--- src/rtl/div_seq_pkg.sv ---
`default_nettype none
// ============================================================================
//  Module      : div_seq_pkg
//  Description : Shared state encoding and counter sizing for div_seq.
//  Revision    : 1.0 - initial release
// ============================================================================
package div_seq_pkg;

    typedef enum logic [1:0] {
        IDLE = 2'd0,
        CALC = 2'd1,
        DONE = 2'd2
    } div_seq_state_t;

    localparam int DIV_SEQ_DATA_IN_W  = 5;
    localparam int DIV_SEQ_SEQ_LEN    = 32;
    localparam int DIV_SEQ_DATA_OUT_W = DIV_SEQ_DATA_IN_W + $clog2(DIV_SEQ_SEQ_LEN);

    // Counter must index DATA_OUT_W-1 down to 0; never let it collapse to zero width.
    function automatic int div_seq_cnt_w(input int data_out_w);
        return (data_out_w > 1) ? $clog2(data_out_w) : 1;
    endfunction

    localparam int DIV_SEQ_CNT_W = div_seq_cnt_w(DIV_SEQ_DATA_OUT_W);

endpackage
`default_nettype wire

--- src/rtl/div_seq_step.sv ---
`default_nettype none
// ============================================================================
//  Module      : div_seq_step
//  Description : One combinational restoring-division step.
//  Revision    : 1.0 - initial release
// ============================================================================
module div_seq_step #(
    parameter int DATA_IN_W = 5
) (
    input  logic [DATA_IN_W-1:0] i_partial,
    input  logic                 i_bit,
    input  logic [DATA_IN_W-1:0] i_divisor,
    output logic [DATA_IN_W-1:0] o_partial,
    output logic                 o_qbit
);

    logic [DATA_IN_W:0] w_shift;
    logic [DATA_IN_W:0] w_trial;

    // Partial < divisor, so the shifted value is < 2*divisor and one extra bit
    // is enough to tell a negative trial apart.
    assign w_shift   = {i_partial, i_bit};
    assign w_trial   = w_shift - {1'b0, i_divisor};
    assign o_qbit    = ~w_trial[DATA_IN_W];
    assign o_partial = o_qbit ? w_trial[DATA_IN_W-1:0] : w_shift[DATA_IN_W-1:0];

endmodule
`default_nettype wire

--- src/rtl/div_seq.sv ---
`default_nettype none
// ============================================================================
//  Module      : div_seq
//  Description : Sequential restoring divider, one quotient bit per cycle,
//                valid/ready on both sides. Optional macro
//                DIV_SEQ_FAST_PATH_EN short-circuits Y<X and X==1.
//  Revision    : 1.0 - initial release
// ============================================================================
module div_seq
    import div_seq_pkg::*;
#(
    parameter int DATA_IN_W  = 5,
    parameter int SEQ_LEN    = 32,
    parameter int DATA_OUT_W = DATA_IN_W + $clog2(SEQ_LEN)
) (
    input  logic                  clk,
    input  logic                  rst_n,
    input  logic                  InValid,
    output logic                  InReady,
    input  logic [DATA_OUT_W-1:0] Dividend,
    input  logic [DATA_IN_W-1:0]  Divisor,
    output logic                  OutValid,
    input  logic                  OutReady,
    output logic [DATA_OUT_W-1:0] Quotient,
    output logic [DATA_IN_W-1:0]  Remainder,
    output logic                  DivByZero
);

    localparam int c_cnt_w = div_seq_cnt_w(DATA_OUT_W);

    div_seq_state_t        r_state;
    div_seq_state_t        w_state_nxt;
    logic [DATA_OUT_W-1:0] r_dvd;
    logic [DATA_OUT_W-1:0] r_quo;
    logic [DATA_IN_W-1:0]  r_dvs;
    logic [DATA_IN_W-1:0]  r_rem;
    logic [c_cnt_w-1:0]    r_cnt;
    logic                  r_dbz;
    logic                  w_accept;
    logic                  w_short;
    logic                  w_div_zero;
    logic [DATA_IN_W-1:0]  w_rem_nxt;
    logic                  w_qbit;

    assign w_accept   = InValid && (r_state == IDLE);
    assign w_div_zero = (Divisor == '0);

`ifdef DIV_SEQ_FAST_PATH_EN
    logic w_small;
    logic w_unit;
    assign w_small = (Dividend < DATA_OUT_W'(Divisor));
    assign w_unit  = (Divisor == DATA_IN_W'(1));
    assign w_short = w_div_zero || w_small || w_unit;
`else
    assign w_short = w_div_zero;
`endif

    div_seq_step #(
        .DATA_IN_W (DATA_IN_W)
    ) u_step (
        .i_partial (r_rem),
        .i_bit     (r_dvd[DATA_OUT_W-1]),
        .i_divisor (r_dvs),
        .o_partial (w_rem_nxt),
        .o_qbit    (w_qbit)
    );

    always_ff @(posedge clk or negedge rst_n) begin
        if (!rst_n) begin
            r_state <= IDLE;
        end else begin
            r_state <= w_state_nxt;
        end
    end

    always_comb begin
        w_state_nxt = r_state;
        InReady     = 1'b0;
        OutValid    = 1'b0;
        case (r_state)
            IDLE: begin
                InReady = 1'b1;
                if (InValid) begin
                    w_state_nxt = w_short ? DONE : CALC;
                end
            end
            CALC: begin
                if (r_cnt == '0) begin
                    w_state_nxt = DONE;
                end
            end
            DONE: begin
                OutValid = 1'b1;
                if (OutReady) begin
                    w_state_nxt = IDLE;
                end
            end
            default: w_state_nxt = IDLE;
        endcase
    end

    // Dividend is shifted out MSB-first; quotient shifts in from the LSB.
    always_ff @(posedge clk or negedge rst_n) begin
        if (!rst_n) begin
            r_dvd <= '0;
            r_dvs <= '0;
            r_quo <= '0;
            r_rem <= '0;
            r_cnt <= '0;
            r_dbz <= 1'b0;
        end else if (w_accept) begin
            r_dvd <= Dividend;
            r_dvs <= Divisor;
            r_cnt <= c_cnt_w'(DATA_OUT_W - 1);
            r_quo <= '0;
            r_rem <= '0;
            r_dbz <= 1'b0;
            if (w_div_zero) begin
                r_quo <= '1;
                r_rem <= Dividend[DATA_IN_W-1:0];
                r_dbz <= 1'b1;
`ifdef DIV_SEQ_FAST_PATH_EN
            end else if (w_unit) begin
                r_quo <= Dividend;
            end else if (w_small) begin
                r_rem <= Dividend[DATA_IN_W-1:0];
`endif
            end
        end else if (r_state == CALC) begin
            r_rem <= w_rem_nxt;
            r_quo <= {r_quo[DATA_OUT_W-2:0], w_qbit};
            r_dvd <= {r_dvd[DATA_OUT_W-2:0], 1'b0};
            if (r_cnt != '0) begin
                r_cnt <= r_cnt - 1'b1;
            end
        end
    end

    assign Quotient  = r_quo;
    assign Remainder = r_rem;
    assign DivByZero = r_dbz;

endmodule
`default_nettype wire
--- config.mk ---
export PLATFORM = sky130hd
export DESIGN_NAME = div_seq
export DESIGN_NICKNAME = d
export VERILOG_FILES = /design/src/rtl/div_seq_pkg.sv /design/src/rtl/div_seq_step.sv /design/src/rtl/div_seq.sv
export SDC_FILE = /design/constraint.sdc
export NUM_CORES = 1
export LEC_CHECK = 0
export BUFFER_PORTS_ARGS = -buffer_cell sky130_fd_sc_hd__buf_2
export CAP_MARGIN = 25
export CORE_MARGIN = 1.5
export CORE_UTILIZATION = 55
export DETAILED_ROUTE_END_ITERATION = 8
export PLACE_DENSITY = 0.9
export RECOVER_POWER = 25
export SLEW_MARGIN = 10
export SYNTH_ARGS = -nofsm -noshare
export SYNTH_HDL_FRONTEND = slang
export SYNTH_SLANG_ARGS = --single-unit
--- constraint.sdc ---
create_clock -name clk -period 2.5 [get_ports clk]
set_input_delay 0.375 -clock clk [delete_from_list [all_inputs] [get_ports clk]]
set_output_delay 0.375 -clock clk [all_outputs]
set_load 0.05 [all_outputs]
### Yosys cells after proc, flatten, opt, wreduce, memory -nomap -nowiden

Cells that the tools add are included.
W data, S select, Z words.

| storage, ports and cells | value |
|---|---|
| register bits | 37 |
| bits of input ports | 19 |
| logic and storage cells | 44 |

| operators by class | value |
|---|---|
| $add $sub $neg | 2 |
| equality and inequality tests | 5 |
| muxes and demuxes | 20 |
| bitwise logic cells | 1 |
| reductions and logical operators | 9 |

Operators by type and width:

| operator | number |
|---|---|
| $mux W10 | 5 |
| $mux W5 | 4 |
| $mux W4 | 3 |
| $mux W2 | 4 |
| $ne A2 B2 Y1 const B | 3 |
| $pmux W2 S3 | 1 |
| $sub A6 B5 Y6 | 1 |
| $logic_not A5 Y1 | 1 |
| $logic_not A4 Y1 | 1 |
| $reduce_bool A2 Y1 | 2 |
| $reduce_bool A4 Y1 | 1 |
| $sub A4 B1 Y4 const B | 1 |
| $mux W1 | 3 |
| $reduce_and A3 Y1 | 1 |
| $eq A2 B1 Y1 const B | 1 |
| $eq A2 B2 Y1 const B | 1 |
| $logic_not A2 Y1 | 1 |
| $reduce_and A2 Y1 | 1 |
| $logic_and A1 B1 Y1 | 1 |
| $not A1 Y1 | 1 |

### Longest topological paths before layout

| depth | value |
|---|---|
| depth after elaboration | 4 |
| mapped depth | 8 |
| mapped depth without buffers | 8 |

### Cells and area by module

A second synthesis with hierarchy kept.

| second synthesis, totals | value |
|---|---|
| cell total of the unflattened synthesis | 211 |
| area total of the unflattened synthesis | 2038.2 um2 |

By module, submodules not included:

| module | times used | cells an instance | area each (um2) | seq. area each (um2) |
|---|---|---|---|---|
| div_seq | 1 | 169 | 1674.1 | 925.9 |
| div_seq_step | 1 | 42 | 364.1 | 0.0 |

### Worst setup path after synthesis

Ideal clock, no wire load.

| path | value |
|---|---|
| path kind | flip-flop to flip-flop |
| start | register r_rem[2], in the netlist Remainder[2] |
| end | register r_rem[0], in the netlist Remainder[0] |
| library setup time | 90 ps |
| arrival | 2315 ps |
| data required time | 2410 ps |
| slack | 94 ps |
| cell stages (with the launch flop) | 7 |
| path buffers | 0 |
| period minus slack after synthesis | 2406 ps |
| path through | dfrtp_1 -> ha_1 -> a21o_1 -> or3_4 -> o211ai_4 -> mux2_2 -> o221ai_1 |

| on the way | value |
|---|---|
| longest elaborated chain between the ends | 4 |

Ends and longest elaborated chain:

| what | line | source |
|---|---|---|
| start, declared | div_seq.sv:36 | `logic [DATA_IN_W-1:0] r_rem;` |
| start signal, assigned | div_seq.sv:120 | `r_rem <= Dividend[DATA_IN_W-1:0];` |
| start signal, assigned | div_seq.sv:130 | `r_rem <= w_rem_nxt;` |
| $sub A6 B5 Y6 | div_seq_step.sv:23 | `assign w_trial = w_shift - {1'b0, i_divisor};` |
| $mux W5 | div_seq_step.sv:25 | `assign o_partial = o_qbit ? w_trial[DATA_IN_W-1:0] : w_shift[DATA_IN_W-1:0];` |
| $mux W5 | div_seq.sv:129 | `end else if (r_state == CALC) begin` |
| $mux W5 | div_seq.sv:111 | `end else if (w_accept) begin` |

Every way passes these cells. The select of a mux whose other input is x is not followed.
A chain may end at the register's enable or synchronous reset.

### Worst setup path in the final report

Same ends and word-level chain as after synthesis.

==> run metrics <==
Synth top cells by count=49 x nand2_1, 37 x dfrtp_1, 14 x o21ai_0, 12 x a31oi_1; Yosys cell types=41; # port buffers=36; area taken by multi-input logic gates=between 1000 and 1500 um^2; CTS Buf Count=5; core box area=about 3400 um^2; die width=63.6 um; Worst Setup End Kind=flop; Final ANT Viol Nets=0; Synth Net Count=between 200 and 250; FF/Latch Area=between 900 and 1000 um^2; CTS Root Cell=clkbuf_8; via count=approximately 1700; simple-gate share of the synthesized area=0.191; leading post-synthesis cells by cell area=dfrtp_1 46%, nand2_1 9.1%, a31oi_1 3.7%, ha_1 3.7%, o21ai_0 3.5%; gpl congestion=0.829; Final nets=283; number of iterations in the first detailed-routing pass=4; failing checks=capacitance limit, slew limit; Fillers=between 200 and 300; Max-Cap Viols=1; largest net degree at the start of global routing=38; drt via density=5.65; worst hold path type=in -> reg; Gate Count Post-Synth=222; Crit Path Class=reg -> reg; clk slew on worst S/H paths=0.08 ns; most numerous cell in the Yosys netlist=nand2_1; RSZ-0062 raised after global routing=no; starting density of the core=0.587; Max Clk Rate=440 MHz; crit-path cells=ha_1, a21o_1, or3_4, o211ai_4, mux2_2, o221ai_1; Worst Skew=0.0118 ns; status=finished with violations; Yosys top cell area share=0.458; hold-fix buffers at CTS=0; CP startpoint kind=flop; worst slew pin tran=approximately 1.9 ns; Hold Fails Final Rpt=0; crit path buf inv count=0; Synth Flop Type=dfrtp_1; Post-CTS Resized=0; Crit path required time=2.71 ns; Global Route Usage Sum=0.246; Clk Latency, worst-skew pair=0.30 ns; CP peak stage delay=0.42 ns; Sink Count=37; FF+latch count, synth=37; Final Cycle Share=0.908; die footprint=4050 um^2; largest area contributor in the netlist=dfrtp_1; Post-DP HPWL=3150 um; Die H=63.6 um; 1st-iter DRT viols=135; grt total ovfl=0; Tmin final=2.27 ns; Rel. slew slack=-0.295; endpoints failing setup=0; Area Growth Syn to Fin=16.6%; num ports=37; post-synthesis mux area share=0.0204; Post-Synth Adder-Cell Area=0.0470; Crit path arrival time=2.48 ns; row cnt=21; CTS H-Tree Depth=2; antenna violations before repair=0; CTS tree=built; global-route wire length before repair=a little under 8000 um; Synth Area per Inst=9.11 um^2; maximum buffer depth of the clock tree=2; Final TNS setup=0 ns; Synth async-reset ratio=1.00; Post-CTS Setup Inserts=0; Synth Area in Compound Gates=0.220; warnings from Yosys=0; Slew Viols, Final=38; Post-Synth XOR/XNOR Area=0.0173; DRC errors left=0; wire per inst=14.6 um; sequential fraction of the synthesis area=0.458; CP max stage cell=dfrtp_1; number of synthesized flops with an enable pin=0; CP top delay family=compound AO/OA/AOI/OAI gates; Max Fanout on Critical Path=7; Diodes inserted=0; Detailed Route WL=around 4400 um; main combinational cell family by area after synthesis=compound AO/OA/AOI/OAI gates; mapped cell area=2020 um^2; share of layout cells above drive strength 1=0.229; vias in the first global route=1629
==> tightest hold or removal path: cells and delay by family <==
kind | cells | cell delay, ns
buffers and inverters | 1 | 0.08
and+or+nand+nor | 2 | 0.10
==> placed cells by master (no fill, tap or decap), types with 2 or more instances in the layout <==
cell / n
nand2_1: 49
dfrtp_1: 37
buf_2: 35
o21ai_0: 14
a31oi_1: 12
inv_1: 11
a21oi_1: 11
nor2_1: 9
nor2b_1: 9
a22oi_1: 8
ha_1: 6
clkbuf_8: 6
o221ai_1: 4
buf_4: 4
nand2b_1: 3
nor3_1: 3
mux2i_1: 3
or2_2: 2
nor2_4: 2
a221oi_2: 2
a211oi_1: 2
o31ai_1: 2
xor2_1: 2
xnor2_1: 2
==> through the flow <==
stage | area (um^2) | utilization | instances | setup slack [ns] | hold slack [ns]
2_1_floorplan | 2020 | - | 222 | 0.0944 | 0.0794
3_3_place_gp | 2240 | 0.651 | 296 | 0.282 | 0.458
3_5_place_dp | 2240 | 0.651 | 296 | 0.238 | 0.461
4_1_cts | 2360 | 0.686 | 304 | 0.229 | 0.190
5_1_grt | 2360 | 0.685 | 304 | 0.121 | 0.297
6_report | 2360 | 0.685 | 304 | 0.230 | 0.290
==> area by class of cell <==
cell class	instances	area share
clock inverter	2	0.0159
sequential	37	0.393
inverter	12	0.0191
multi-input combinational	161	0.424
tap	46	0.0244
clock buffer	6	0.0350
timing repair buffer	40	0.0886
==> state kept, by name (all words and copies together), names as in the netlist <==
register	cells
r_state	2
DivByZero	1
Remainder	5
r_cnt	4
Quotient	10
r_dvd	10
r_dvs	5
==> metal layers <==
metal	track usage	wire length (um)
met1	0.331	2000
met2	0.388	2190
met3	0.0571	180
met4	0.0924	75
met5	0	0
==> kinds of logic (layout without fill, tap and decap cells) <==
group                    Yosys count  count (layout)
AND/OR/NAND/NOR                   82              82
AO/OA/AOI/OAI                     64              64
flip-flops                        37              37
buffers and inverters             24              60
adder cells (fa/ha/maj)            7               7
XOR/XNOR                           4               4
multiplexers                       4               4
==> path summary, 6_finish.rpt <==
| path | startpoint | to | slack, ns | cells past startpoint |
|---|---|---|---|---|
| min in group asynchronous | rst_n | Quotient[4] | 0.62 | 1 |
| hold / removal | Divisor[0] | r_dvs[0] | 0.29 | 3 |
| setup / recovery | Remainder[2] | Remainder[0] | 0.23 | 6 |
| max in group asynchronous | rst_n | r_dvd[4] | 0.76 | 1 |
| hold reg to reg | r_dvd[8] | r_dvd[8] | 0.49 | 2 |
| setup reg to reg | Remainder[2] | Remainder[0] | 0.23 | 6 |
Power is left out: the tool's default activity adds up to more than one toggle a clock period on the data nets, which glitch-free logic cannot reach.
